## config.mk

```make
export PLATFORM = sky130hd
export DESIGN_NAME = result_drain
export DESIGN_NICKNAME = d
export VERILOG_FILES = /design/src/rtl/result_pkg.sv /design/src/rtl/result_buf_regs.sv /design/src/rtl/result_drain.sv
export SDC_FILE = /design/constraint.sdc
export NUM_CORES = 1
export LEC_CHECK = 0
export BUFFER_PORTS_ARGS = -buffer_cell sky130_fd_sc_hd__clkbuf_2
export CORE_MARGIN = 4
export CORE_UTILIZATION = 31
export DETAILED_ROUTE_END_ITERATION = 8
export MAX_ROUTING_LAYER = met4
export SLEW_MARGIN = 20
export SYNTH_ARGS = -nofsm -noshare
export SYNTH_HDL_FRONTEND = slang
export SYNTH_SLANG_ARGS = --single-unit
```

## constraint.sdc

```tcl
create_clock -name clk -period 1.6 [get_ports clk]
set_clock_uncertainty 0.2 [all_clocks]
set_input_delay 0 -clock clk [delete_from_list [all_inputs] [get_ports clk]]
set_output_delay 0 -clock clk [all_outputs]
set_load 0.02 [all_outputs]
```

## src/rtl/result_pkg.sv

```systemverilog
// Shared result-path constants and FSM encoding for result_drain and the MemoryB sizing.
package result_pkg;

  localparam int unsigned RESULT_DATA_W = 8;
  localparam int unsigned RESULT_DEPTH  = 4;
  localparam int unsigned RESULT_ADDR_W = 2;

  typedef logic [0:0] state_t;

  localparam state_t FILL  = 1'b0;
  localparam state_t DRAIN = 1'b1;

endpackage

```

## src/rtl/result_buf_regs.sv

```systemverilog
// DEPTH x DATA_W register array: one synchronous write port, one combinational read port.
module result_buf_regs
  import result_pkg::*;
#(
  parameter int unsigned DATA_W = RESULT_DATA_W,
  parameter int unsigned DEPTH  = RESULT_DEPTH,
  parameter int unsigned ADDR_W = RESULT_ADDR_W
) (
  input  logic              clk,
  input  logic              we,
  input  logic [ADDR_W-1:0] waddr,
  input  logic [DATA_W-1:0] wdata,
  input  logic [ADDR_W-1:0] raddr,
  output logic [DATA_W-1:0] rdata
);

  logic [DATA_W-1:0] mem [DEPTH];

  // Contents are intentionally not reset; the FSM never exposes an unwritten entry.
  always_ff @(posedge clk) begin
    if (we) mem[waddr] <= wdata;
  end

  assign rdata = mem[raddr];

endmodule

```

## src/rtl/result_drain.sv

```systemverilog
// Batch buffer between the result write stream and a stallable valid/ready consumer.
// Optional RESULT_DRAIN_CHECKSUM_EN appends a mod-2^DATA_W checksum beat to each batch.
module result_drain
  import result_pkg::*;
#(
  parameter int unsigned DATA_W = RESULT_DATA_W,
  parameter int unsigned DEPTH  = RESULT_DEPTH,
  parameter int unsigned ADDR_W = RESULT_ADDR_W
) (
  input  logic              clk,
  input  logic              Reset,
  input  logic              wr_en,
  input  logic [DATA_W-1:0] wr_data,
  input  logic              flush,
  output logic              out_valid,
  input  logic              out_ready,
  output logic [DATA_W-1:0] out_data,
  output logic              out_last,
  output logic              busy,
  output logic              overflow
);

`ifdef RESULT_DRAIN_CHECKSUM_EN
  localparam int unsigned RD_W = ADDR_W + 1;
`else
  localparam int unsigned RD_W = ADDR_W;
`endif

  state_t            state_q, state_d;
  logic [ADDR_W-1:0] wr_ptr_q, wr_ptr_d;
  logic [RD_W-1:0]   rd_ptr_q, rd_ptr_d;
  logic              ovf_q, ovf_d;
  logic              buf_we;
  logic [DATA_W-1:0] buf_rdata;
  logic              last_beat_c;
`ifdef RESULT_DRAIN_CHECKSUM_EN
  logic [DATA_W-1:0] csum_q, csum_d;
`endif

  result_buf_regs #(
    .DATA_W (DATA_W),
    .DEPTH  (DEPTH),
    .ADDR_W (ADDR_W)
  ) u_buf (
    .clk   (clk),
    .we    (buf_we),
    .waddr (wr_ptr_q),
    .wdata (wr_data),
    .raddr (rd_ptr_q[ADDR_W-1:0]),
    .rdata (buf_rdata)
  );

`ifdef RESULT_DRAIN_CHECKSUM_EN
  assign last_beat_c = (rd_ptr_q == RD_W'(DEPTH));
`else
  assign last_beat_c = (rd_ptr_q == RD_W'(DEPTH - 1));
`endif

  // Next-state, pointer and sticky-flag logic; flush outranks writes and handshakes.
  always_comb begin
    state_d  = state_q;
    wr_ptr_d = wr_ptr_q;
    rd_ptr_d = rd_ptr_q;
    ovf_d    = ovf_q;
    buf_we   = 1'b0;
`ifdef RESULT_DRAIN_CHECKSUM_EN
    csum_d   = csum_q;
`endif
    if (flush) begin
      state_d  = FILL;
      wr_ptr_d = '0;
      rd_ptr_d = '0;
`ifdef RESULT_DRAIN_CHECKSUM_EN
      csum_d   = '0;
`endif
    end else begin
      case (state_q)
        FILL: begin
          if (wr_en) begin
            buf_we   = 1'b1;
            wr_ptr_d = wr_ptr_q + ADDR_W'(1);
`ifdef RESULT_DRAIN_CHECKSUM_EN
            csum_d   = csum_q + wr_data;
`endif
            if (wr_ptr_q == ADDR_W'(DEPTH - 1)) state_d = DRAIN;
          end
        end
        DRAIN: begin
          if (wr_en) ovf_d = 1'b1;
          if (out_ready) begin
            if (last_beat_c) begin
              state_d  = FILL;
              wr_ptr_d = '0;
              rd_ptr_d = '0;
`ifdef RESULT_DRAIN_CHECKSUM_EN
              csum_d   = '0;
`endif
            end else begin
              rd_ptr_d = rd_ptr_q + RD_W'(1);
            end
          end
        end
        default: state_d = FILL;
      endcase
    end
  end

  always_ff @(posedge clk) begin
    if (!Reset) begin
      state_q  <= FILL;
      wr_ptr_q <= '0;
      rd_ptr_q <= '0;
      ovf_q    <= 1'b0;
`ifdef RESULT_DRAIN_CHECKSUM_EN
      csum_q   <= '0;
`endif
    end else begin
      state_q  <= state_d;
      wr_ptr_q <= wr_ptr_d;
      rd_ptr_q <= rd_ptr_d;
      ovf_q    <= ovf_d;
`ifdef RESULT_DRAIN_CHECKSUM_EN
      csum_q   <= csum_d;
`endif
    end
  end

  // Outputs decode registered state and storage only, so they hold steady during a stall.
  assign out_valid = (state_q == DRAIN);
  assign busy      = (state_q == DRAIN);
  assign overflow  = ovf_q;
  assign out_last  = (state_q == DRAIN) && last_beat_c;
`ifdef RESULT_DRAIN_CHECKSUM_EN
  assign out_data  = (state_q != DRAIN) ? '0 : (last_beat_c ? csum_q : buf_rdata);
`else
  assign out_data  = (state_q != DRAIN) ? '0 : buf_rdata;
`endif

endmodule
```

After elaboration in Yosys (flattened, before gate mapping). Memory sizes are Yosys's and may differ from the RTL's. A register that Yosys moved wholly into a read port is not among the register bits. Index checks and enable logic that the tools add are counted.

Flip-flop bits (word level): 6. Memory bits (writable): 32. Output and inout bits: 12. Logic and storage cells: 38. Memories kept: 1.

Memories: u_buf.mem (words 4, bits a word 8, read ports 1, clocked after memory_dff 1, write ports 1, RTL line result_buf_regs.sv:17) `logic [DATA_W-1:0] mem [DEPTH];`.

Add/subtract/negate cells: 2. Equality and inequality tests: 5. Mux-type cells: 18. Bitwise operators: 3. Reductions and logical operators: 5.

Operator list (count): $mux 2 (6); $mux 1 (9); $mux 8 (1); $reduce_and 3->1 (2); $add 2x1->2 const B (2); $eq 2x2->1 const B (2); $ne 2x2->1 const B (2); $pmux 2 s2 (1); $not 1->1 (3); $ne 2x1->1 const B (1); $pmux 1 s2 (1); $reduce_and 2->1 (1); $reduce_or 2->1 (1); $logic_and 1x1->1 (1).

Logic depth before layout (Yosys ltp). Gate-level depths: netlist of the first run.

Depth after elaboration: 5. Mapped depth: 4. Gate-level depth less buffers: 4.

Cells and area by module. Synthesis of the first run repeated with hierarchy kept, for this count alone.

Cell total of the unflattened synthesis: 88. Area, all modules: 1529.0 um^2.

Modules (own cells, without submodules): result_buf_regs (instances 1, cells an instance 46, area each 1188.6 um^2, sequential area each 960.9 um^2); result_drain (instances 1, cells an instance 42, area each 340.3 um^2, sequential area each 120.1 um^2).

Least setup slack after synthesis of the first run. No wires, ideal clock.

Kind: flip-flop to flip-flop. Start: register state_q, in the netlist busy. End: memory u_buf.mem[3][0] (netlist bit), enable pin. Arrival time: 1.129 ns. Required time: 1.068 ns. Slack: -0.060 ns. Stages on the path, launching flop included: 4. Cells stage by stage: dfxtp_1 -> nor2b_1 -> nor2b_1 -> and2_1.

Cells in the longest elaborated chain, start to end: 4.

RTL lines: start, declared (RTL line result_drain.sv:29) `state_t state_q, state_d;`; start signal, assigned (RTL line result_drain.sv:118) `state_q <= state_d;`; $mux 1 (RTL line result_drain.sv:77) `case (state_q)`; $mux 1 (RTL line result_drain.sv:69) `if (flush) begin`; $mux 1 (RTL line result_buf_regs.sv:21) `if (we) mem[waddr] <= wdata;`; $mux 1 (not written as such) (RTL line result_buf_regs.sv:21); end, declared (RTL line result_buf_regs.sv:17).

No other way between the ends.

==> metrics.sh, run 1 <==
STATUS='complete, but fails checks'
VIOLATED_CHECKS='setup timing'
POSTPLACECELLAREA_UM2=1820
VIAS_IN_THE_FIRST_GLOBAL_ROUTE=983
ANTENNA_FOUND_INITIAL=0
FINALHOLDVIOLCOUNT=0
TIMING.CRITICAL_PATH.ARRIVAL_NS=1.56
TIMING.MAX_CAP.VIOLATIONS=0
HOLD_PATH_CLASS='in2reg'
SWITCHING_POWER_mW=0.349
ROW_COUNT=25
MAX-CLOCK-PATH-BUFFERS=2
HPWLAFTERDP_UM=1960
SYNTH.AREA.TOP_CELLS='sky130_fd_sc_hd__edfxtp_1, sky130_fd_sc_hd__mux4_2, sky130_fd_sc_hd__dfxtp_1'
SYNTH_CELL_TYPE_COUNT=20
TIMING.RR.START='busy'
SYNTHESIS.AREA_PER_INSTANCE_UM2=16.8
SYN_TO_FINAL_GROWTH_PCT=32.4
DIE_WIDTH_UM=79.8
POST-ROUTE-MIN-PERIOD_NS=1.76
SYNTH.CELL_AREA_UM2=1600
POWER.LEAKAGE_nW=0.769
TIMING.MAX_SLEW.REL_SLACK_PCT=80.2
CORE_AREA_UM2=4850
SYNTHESIS.NETS=113
POST-CTS-SETUP-BUFFERS=0
NETLIST.AREA_LEADER.SHARE_PCT=60.2
GRT_FIRST_PASS_WIRELENGTH_UM=4640
DETAIL_ROUTE.DRC_VIOLATIONS=0
SWSHARE_PCT=19.0
POWER_PER_CELL_AREA_nW_PER_UM2=869
NETS=156
FINAL_CRITICAL_PATH_SETUP_SLACK_NS=-0.158
WL_PER_CELL_UM=13.7
POST-SYNTH-TOP-AREA-CELL='sky130_fd_sc_hd__edfxtp_1'
GR-USAGE-ALL-LAYERS_PCT=10.1
CLOCK_SINK_COUNT=40
WORST_SETUP_HOLD_PATH_CLK_SLEW_NS=0.07
MAX_SLEW.WORST_PIN.SLEW_NS=0.297
FILLERS=450
WORST_R2R_PATH_DEPTH=3
VIAS_PER_CELL=4.41
YS_SEQ_AREA_SHARE_PCT=70.2
RSZ0062_AT_GRT='yes'
GP_ROUTABILITY_CONGESTION=0.770
DETAIL_ROUTE.ITER0.VIOLATIONS=55
POST_SYNTHESIS_CELL_COUNT=95
SYNTHESIS_WARNING_TOTAL=0
VIA_COUNT=908
PIN_COUNT_OF_THE_BIGGEST_NET_ENTERING_GLOBAL_ROUTING=18
BUFFER_PORTS.INSERTED=24
CHIPHEIGHT_UM=79.8
YOSYS_MOST_USED_DFF='sky130_fd_sc_hd__edfxtp_1'
WORSTSETUPENDPOINTTYPE='output pin'
CTS-BUFFERS-INSERTED=5
REG2REG_SETUP_SLACK_NS=0.09
STARTING_UTILIZATION_OF_THE_CORE_AREA_PCT=32.9
WORST_SETUP_PATH_START_KIND='flop'
CLOCK_POWER_SHARE_PCT=33.3
AREA_OF_ALL_PLACED_CELLS_WITHOUT_FILLERS_UM2=2110
BOUNDARYPINS=25
GRT-OVFL-TOTAL=0
CP_MAX_FO=8
SEQ_POWER_SHARE_PCT=62.2
YS_FF_LATCH=40
VDD_IR_DROP_MAX_mV=0.497
CTS_TREE='built'
CTSROOTBUFFERMASTER='sky130_fd_sc_hd__clkbuf_8'
FIN_TNS_SETUP_NS=-1.09
N_ANTENNA_CELL=0
DIE-AREA_UM2=6360
SHARE_OF_POST_ROUTE_CELLS_WITH_DRIVE_STRENGTH_ABOVE_1_PCT=38.8
FINAL_MIN_PERIOD_OVER_CLOCK_PERIOD_PCT=110
FINAL-MAX-SLEW-VIOLATION-COUNT=0
P_INT_mW=1.49
SETUP.WORST_PATH.END='out_data[5]'
CTS-HTREE-LEVELS=2
CLK_LATENCY_NS=0.28
WORST_EP_REQUIRED_TIME_NS=1.40
RR_ENDPOINT='u_buf.mem[3][1]'
SYNTH-EDFF-COUNT=32
ASYNC_RESET_FF_SHARE_PCT=0
DETAIL_ROUTE.WIRELENGTH_UM=2830
FMAXACHIEVABLE_MHz=569
WORSTSETUPPATHTYPE='reg2out'
ANT_NETS=0
DRT_FIRST_PASS_ITERS=4
COMB_POWER_SHARE_PCT=4.5
FINALSETUPVIOLCOUNT=8
-- through the flow --
step	total power, mW	hold slack (ns)	setup slack, ns	util (%)	cells
global route	1.91	0.0718	-0.221	43.6	206
global placement	1.22	0.0195	0.0812	37.6	186
floorplan	1.19	-0.101	0.0189	-	95
detailed placement	1.22	0.0251	0.0570	37.6	186
CTS	1.85	0.0242	-0.204	42.7	206
finish	1.84	0.0298	-0.158	43.6	206
-- cell usage after synthesis (2+ instances only) --
cell type	n
sky130_fd_sc_hd__nand2_1	4
sky130_fd_sc_hd__nor2b_1	2
sky130_fd_sc_hd__inv_1	2
sky130_fd_sc_hd__a21oi_1	3
sky130_fd_sc_hd__edfxtp_1	32
sky130_fd_sc_hd__dfxtp_1	8
sky130_fd_sc_hd__o21ai_0	2
sky130_fd_sc_hd__and2_1	13
sky130_fd_sc_hd__ha_1	5
sky130_fd_sc_hd__nor2_1	6
sky130_fd_sc_hd__mux4_2	8
sky130_fd_sc_hd__clkbuf_1	2
-- worst max-delay path, cell delays in order (launching register included) --
cell                      delay [ns]
sky130_fd_sc_hd__dfxtp_2        0.34
sky130_fd_sc_hd__buf_12         0.13
sky130_fd_sc_hd__mux4_2         0.50
sky130_fd_sc_hd__and2_4         0.18
sky130_fd_sc_hd__buf_8          0.12
-- kinds of logic after synthesis --
kind of cell,share of synthesized area (%)
and+or+nand+nor,8.93
adders and majority gates,3.92
muxes,11.9
DFF,70.2
AOI/OAI and AO/OA,2.90
buffers and inverters,2.12
-- cell type report --
| type | count | area, µm² | share of cell area (%) |
|---|---|---|---|
| clock buffer | 7 | 76.3 | 3.61 |
| inverter | 2 | 7.51 | 0.355 |
| multi-input combinational | 49 | 472 | 22.3 |
| tap | 67 | 83.8 | 3.97 |
| sequential | 40 | 1120 | 53.1 |
| timing repair buffer | 40 | 348 | 16.5 |
| clock inverter | 1 | 3.75 | 0.178 |
-- worst min-delay path by stage --
stage | from | to | slack [ns] | cells after the start
2_1_floorplan | wr_data[0] | u_buf.mem[0][0] | -0.10 | 0
3_3_place_gp | wr_data[6] | u_buf.mem[1][6] | 0.02 | 1
3_5_place_dp | wr_data[4] | u_buf.mem[3][4] | 0.03 | 1
4_1_cts | wr_en | wr_ptr_q[1] | 0.02 | 5
5_1_grt | wr_en | wr_ptr_q[1] | 0.07 | 5
6_report | wr_en | wr_ptr_q[1] | 0.03 | 5
-- layer usage --
layer  GRT usage, %  wire [µm]  up-vias  part of all wire [%]
li1               -          -      438                     -
met1           11.0       1140      440                    40
met2           17.4       1530       24                    54
met3           3.16        124        6                   4.4
met4           3.55         35        0                   1.2
met5              -          0        -                     0
-- timing repair --
item	CTS	global route
endpoints found under the hold margin	40	0
pin swaps	0	2
endpoints found under the setup margin	8	30
gates resized for setup	13	25
hold buffers	12	0
-- power by group through the flow --
| stage | sequential (mW) | clock (mW) | combinational [mW] |
|---|---|---|---|
| finish | 1.14 | 0.611 | 0.0835 |
| global route | 1.14 | 0.678 | 0.0935 |
| CTS | 1.14 | 0.629 | 0.0825 |
| detailed placement | 1.17 | 0 | 0.0591 |
| global placement | 1.16 | 0 | 0.0557 |
| floorplan | 1.16 | 0 | 0.0255 |
-- placed cells by master, fill, tap and decap left out, types with 3 or more instances in the layout --
| master | synthesis | final |
|---|---|---|
| sky130_fd_sc_hd__buf_6 | 1 | 4 |
| sky130_fd_sc_hd__buf_8 | 0 | 4 |
| sky130_fd_sc_hd__ha_1 | 5 | 5 |
| sky130_fd_sc_hd__clkbuf_8 | 0 | 5 |
| sky130_fd_sc_hd__mux4_2 | 8 | 8 |
| sky130_fd_sc_hd__a21oi_1 | 3 | 3 |
| sky130_fd_sc_hd__dfxtp_1 | 8 | 7 |
| sky130_fd_sc_hd__dlygate4sd3_1 | 0 | 12 |
| sky130_fd_sc_hd__edfxtp_1 | 32 | 32 |
| sky130_fd_sc_hd__buf_4 | 1 | 3 |
| sky130_fd_sc_hd__clkbuf_2 | 0 | 16 |
| sky130_fd_sc_hd__nand2_1 | 4 | 4 |
| sky130_fd_sc_hd__nor2_1 | 6 | 6 |
| sky130_fd_sc_hd__and2_4 | 0 | 12 |
-- state kept, by name, summed over array words and instances, names as in the netlist, named ones only --
register	count
busy	1
overflow	1
rd_ptr_q	2
u_buf.mem	32
wr_ptr_q	2
No activity file was read; power rests on OpenSTA's default activity.
==> inputs of run 2 (changes only) <==
--- a/config.mk
+++ b/config.mk
@@ -10,7 +10,7 @@
 export CORE_UTILIZATION = 31
 export DETAILED_ROUTE_END_ITERATION = 8
 export MAX_ROUTING_LAYER = met4
-export SLEW_MARGIN = 20
+export RECOVER_POWER = 100
 export SYNTH_ARGS = -nofsm -noshare
 export SYNTH_HDL_FRONTEND = slang
 export SYNTH_SLANG_ARGS = --single-unit
==> metrics.sh, run 2 (same netlist as run 1, synthesis figures left out) <==
STARTING_UTILIZATION_OF_THE_CORE_AREA_PCT=32.9  # unchanged
CRITICAL_PATH.SLOWEST_CELL='sky130_fd_sc_hd__mux4_2'  # unchanged
FINALSETUPVIOLCOUNT=8  # unchanged
SYN_TO_FINAL_GROWTH_PCT=31.3  # was 32.4%
VIA_COUNT=908  # unchanged
PIN_COUNT_OF_THE_BIGGEST_NET_ENTERING_GLOBAL_ROUTING=18  # unchanged
CTS-BUFFERS-INSERTED=5  # unchanged
CP_MAX_FO=8  # unchanged
DETAIL_ROUTE.DRC_VIOLATIONS=0  # unchanged
TIMING.MAX_CAP.VIOLATIONS=0  # unchanged
DETAIL_ROUTE.WIRELENGTH_UM=2830  # about the same
CRIT_CHAIN='buf_12 -> mux4_2 -> and2_4 -> buf_8'  # unchanged
POST-ROUTE-MIN-PERIOD_NS=1.76  # about the same
HPWLAFTERDP_UM=1960  # unchanged
FMAXACHIEVABLE_MHz=569  # about the same
FINAL_CRITICAL_PATH_SETUP_SLACK_NS=-0.158  # about the same
TIMING.MAX_SLEW.REL_SLACK_PCT=75.0  # was 80.2%
LAYOUT_COMMONEST_CELL='sky130_fd_sc_hd__edfxtp_1'  # unchanged
ANT_NETS=0  # unchanged
LARGEST_REGISTERS_RANKED_BY_FLIP_FLOP_COUNT='u_buf.mem: 32 flops, rd_ptr_q: 2 flops, wr_ptr_q: 2 flops'  # unchanged
ANTENNA_FOUND_INITIAL=0  # unchanged
CHIPHEIGHT_UM=79.8  # unchanged
CTSROOTBUFFERMASTER='sky130_fd_sc_hd__clkbuf_8'  # unchanged
GP_ROUTABILITY_CONGESTION=0.770  # unchanged
REG2REG_SETUP_SLACK_NS=0.01  # was 0.09 ns
N_ANTENNA_CELL=0  # unchanged
VIAS_IN_THE_FIRST_GLOBAL_ROUTE=983  # unchanged
AREA_OF_ALL_PLACED_CELLS_WITHOUT_FILLERS_UM2=2100  # was 2110 µm²
MAX-CLOCK-PATH-BUFFERS=2  # unchanged
GR-USAGE-ALL-LAYERS_PCT=10.1  # unchanged
DIE_WIDTH_UM=79.8  # unchanged
FINAL-MAX-SLEW-VIOLATION-COUNT=0  # unchanged
WORSTSETUPPATHTYPE='reg2out'  # unchanged
GRT_FIRST_PASS_WIRELENGTH_UM=4640  # unchanged
CTS-HTREE-LEVELS=2  # unchanged
WORSTSETUPENDPOINTTYPE='output pin'  # unchanged
WORST_EP_REQUIRED_TIME_NS=1.40  # about the same
WORST_SETUP_HOLD_PATH_CLK_SLEW_NS=0.07  # about the same
FINAL_MIN_PERIOD_OVER_CLOCK_PERIOD_PCT=110  # about the same
RSZ0062_AT_GRT='yes'  # unchanged
LARGEST_REG_FLOPS=32  # unchanged
CLOCK_SINK_COUNT=40  # unchanged
POST-CTS-SETUP-BUFFERS=0  # unchanged
DIE-AREA_UM2=6360  # unchanged
GRT-OVFL-TOTAL=0  # unchanged
SHARE_OF_POST_ROUTE_CELLS_WITH_DRIVE_STRENGTH_ABOVE_1_PCT=30.9  # was 38.8%
ROW_COUNT=25  # unchanged
POSTPLACECELLAREA_UM2=1820  # unchanged
POWER.LEAKAGE_nW=0.734  # was 0.769 nW
NETS=156  # unchanged
TIMING.CRITICAL_PATH.ARRIVAL_NS=1.56  # about the same
CLK_LATENCY_NS=0.28  # about the same
REGMOSTFLOPS='u_buf.mem'  # unchanged
STATUS='complete, but fails checks'  # unchanged
CRITICAL_PATH.N_BUFFERS_INVERTERS=2  # unchanged
FIN_TNS_SETUP_NS=-1.10  # was -1.09 ns
HOLD_PATH_CLASS='in2reg'  # unchanged
DETAIL_ROUTE.ITER0.VIOLATIONS=65  # was 55
DRT_FIRST_PASS_ITERS=4  # unchanged
TIMING.CRITICAL_PATH.MAX_DELAY_FAMILY='multiplexers'  # unchanged
CTS_TREE='built'  # unchanged
VIOLATED_CHECKS='setup timing'  # unchanged
WL_PER_CELL_UM=13.7  # about the same
VIAS_PER_CELL=4.41  # unchanged
BOUNDARYPINS=25  # unchanged
CORE_AREA_UM2=4850  # unchanged
BUFFER_PORTS.INSERTED=24  # unchanged
MAX_SLEW.WORST_PIN.SLEW_NS=0.376  # was 0.297 ns
POWER.TOTAL_mW=1.83  # was 1.84 mW
LAYOUT_COMMON_CELLS='sky130_fd_sc_hd__edfxtp_1, sky130_fd_sc_hd__clkbuf_1, sky130_fd_sc_hd__and2_4, sky130_fd_sc_hd__dlygate4sd3_1, sky130_fd_sc_hd__mux4_2'  # was sky130_fd_sc_hd__edfxtp_1, sky130_fd_sc_hd__clkbuf_2, sky130_fd_sc_hd__and2_4, sky130_fd_sc_hd__dlygate4sd3_1, sky130_fd_sc_hd__mux4_2
WORST_SETUP_PATH_START_KIND='flop'  # unchanged
FINALHOLDVIOLCOUNT=0  # unchanged
POWER_PER_CELL_AREA_nW_PER_UM2=874  # was 869 nW/µm²
TIMING.CRITICAL_PATH.SLOWEST_CELL_DELAY_NS=0.50  # about the same
VDD_IR_DROP_MAX_mV=0.496  # was 0.497 mV
## run 2: where the power goes
part | switching [mW] | internal [mW] | leakage (nW) | total [mW]
sequential | 0.00483 | 1.14 | 0.356 | 1.14
clock | 0.308 | 0.303 | 0.0399 | 0.611
combinational | 0.0361 | 0.0447 | 0.338 | 0.0807
## run 2: per-layer routing
| layer | routed length [µm] | global-route usage, % | up-vias |
|---|---|---|---|
| li1 | - | - | 437 |
| met5 | 0 | - | - |
| met4 | 36 | 3.55 | 0 |
| met2 | 1520 | 17.4 | 26 |
| met3 | 150 | 3.16 | 6 |
| met1 | 1120 | 11.0 | 439 |
## run 2: path summary, 6_finish.rpt
kind,endpoint,start,cells past startpoint
max,out_data[5],flop,4
max reg2reg,wr_ptr_q[1],busy,4
min reg2reg,overflow,overflow,1
min,wr_ptr_q[1],wr_en,5
## run 2: worst reg2reg max path: cells and delay by family, from the launching register on
family | cells | cell delay (ns)
flip-flops | 1 | 0.33
AO/OA/AOI/OAI | 3 | 0.65
buffers and inverters | 1 | 0.34
## run 2: cell type report
type,instances,area [µm²]
Clock inverter,1,3.75
Fill cell,458,2750
Inverter,2,7.51
Sequential cell,40,1120
Timing Repair Buffer,40,332
Tap cell,67,83.8
Clock buffer,7,76.3
Multi-Input combinational cell,49,472
## run 2: what timing repair did
item                       in CTS  in global routing
hold buffers                   12                  0
setup endpoints to repair       8                 30
hold endpoints to repair       40                  0
pin swaps                       0                  2
gates resized for setup        13                 25
cloned                          0                  0
## run 2: metrics by stage
stage | worst slack, ns | hold WS [ns] | std cells | utilization (%)
6_report | -0.158 | 0.0301 | 206 | 43.3
5_1_grt | -0.221 | 0.0716 | 206 | 43.3
4_1_cts | -0.204 | 0.0242 | 206 | 42.7
3_5_place_dp | 0.0570 | 0.0251 | 186 | 37.6
3_3_place_gp | 0.0812 | 0.0195 | 186 | 37.6
2_1_floorplan | 0.0189 | -0.101 | 95 | -
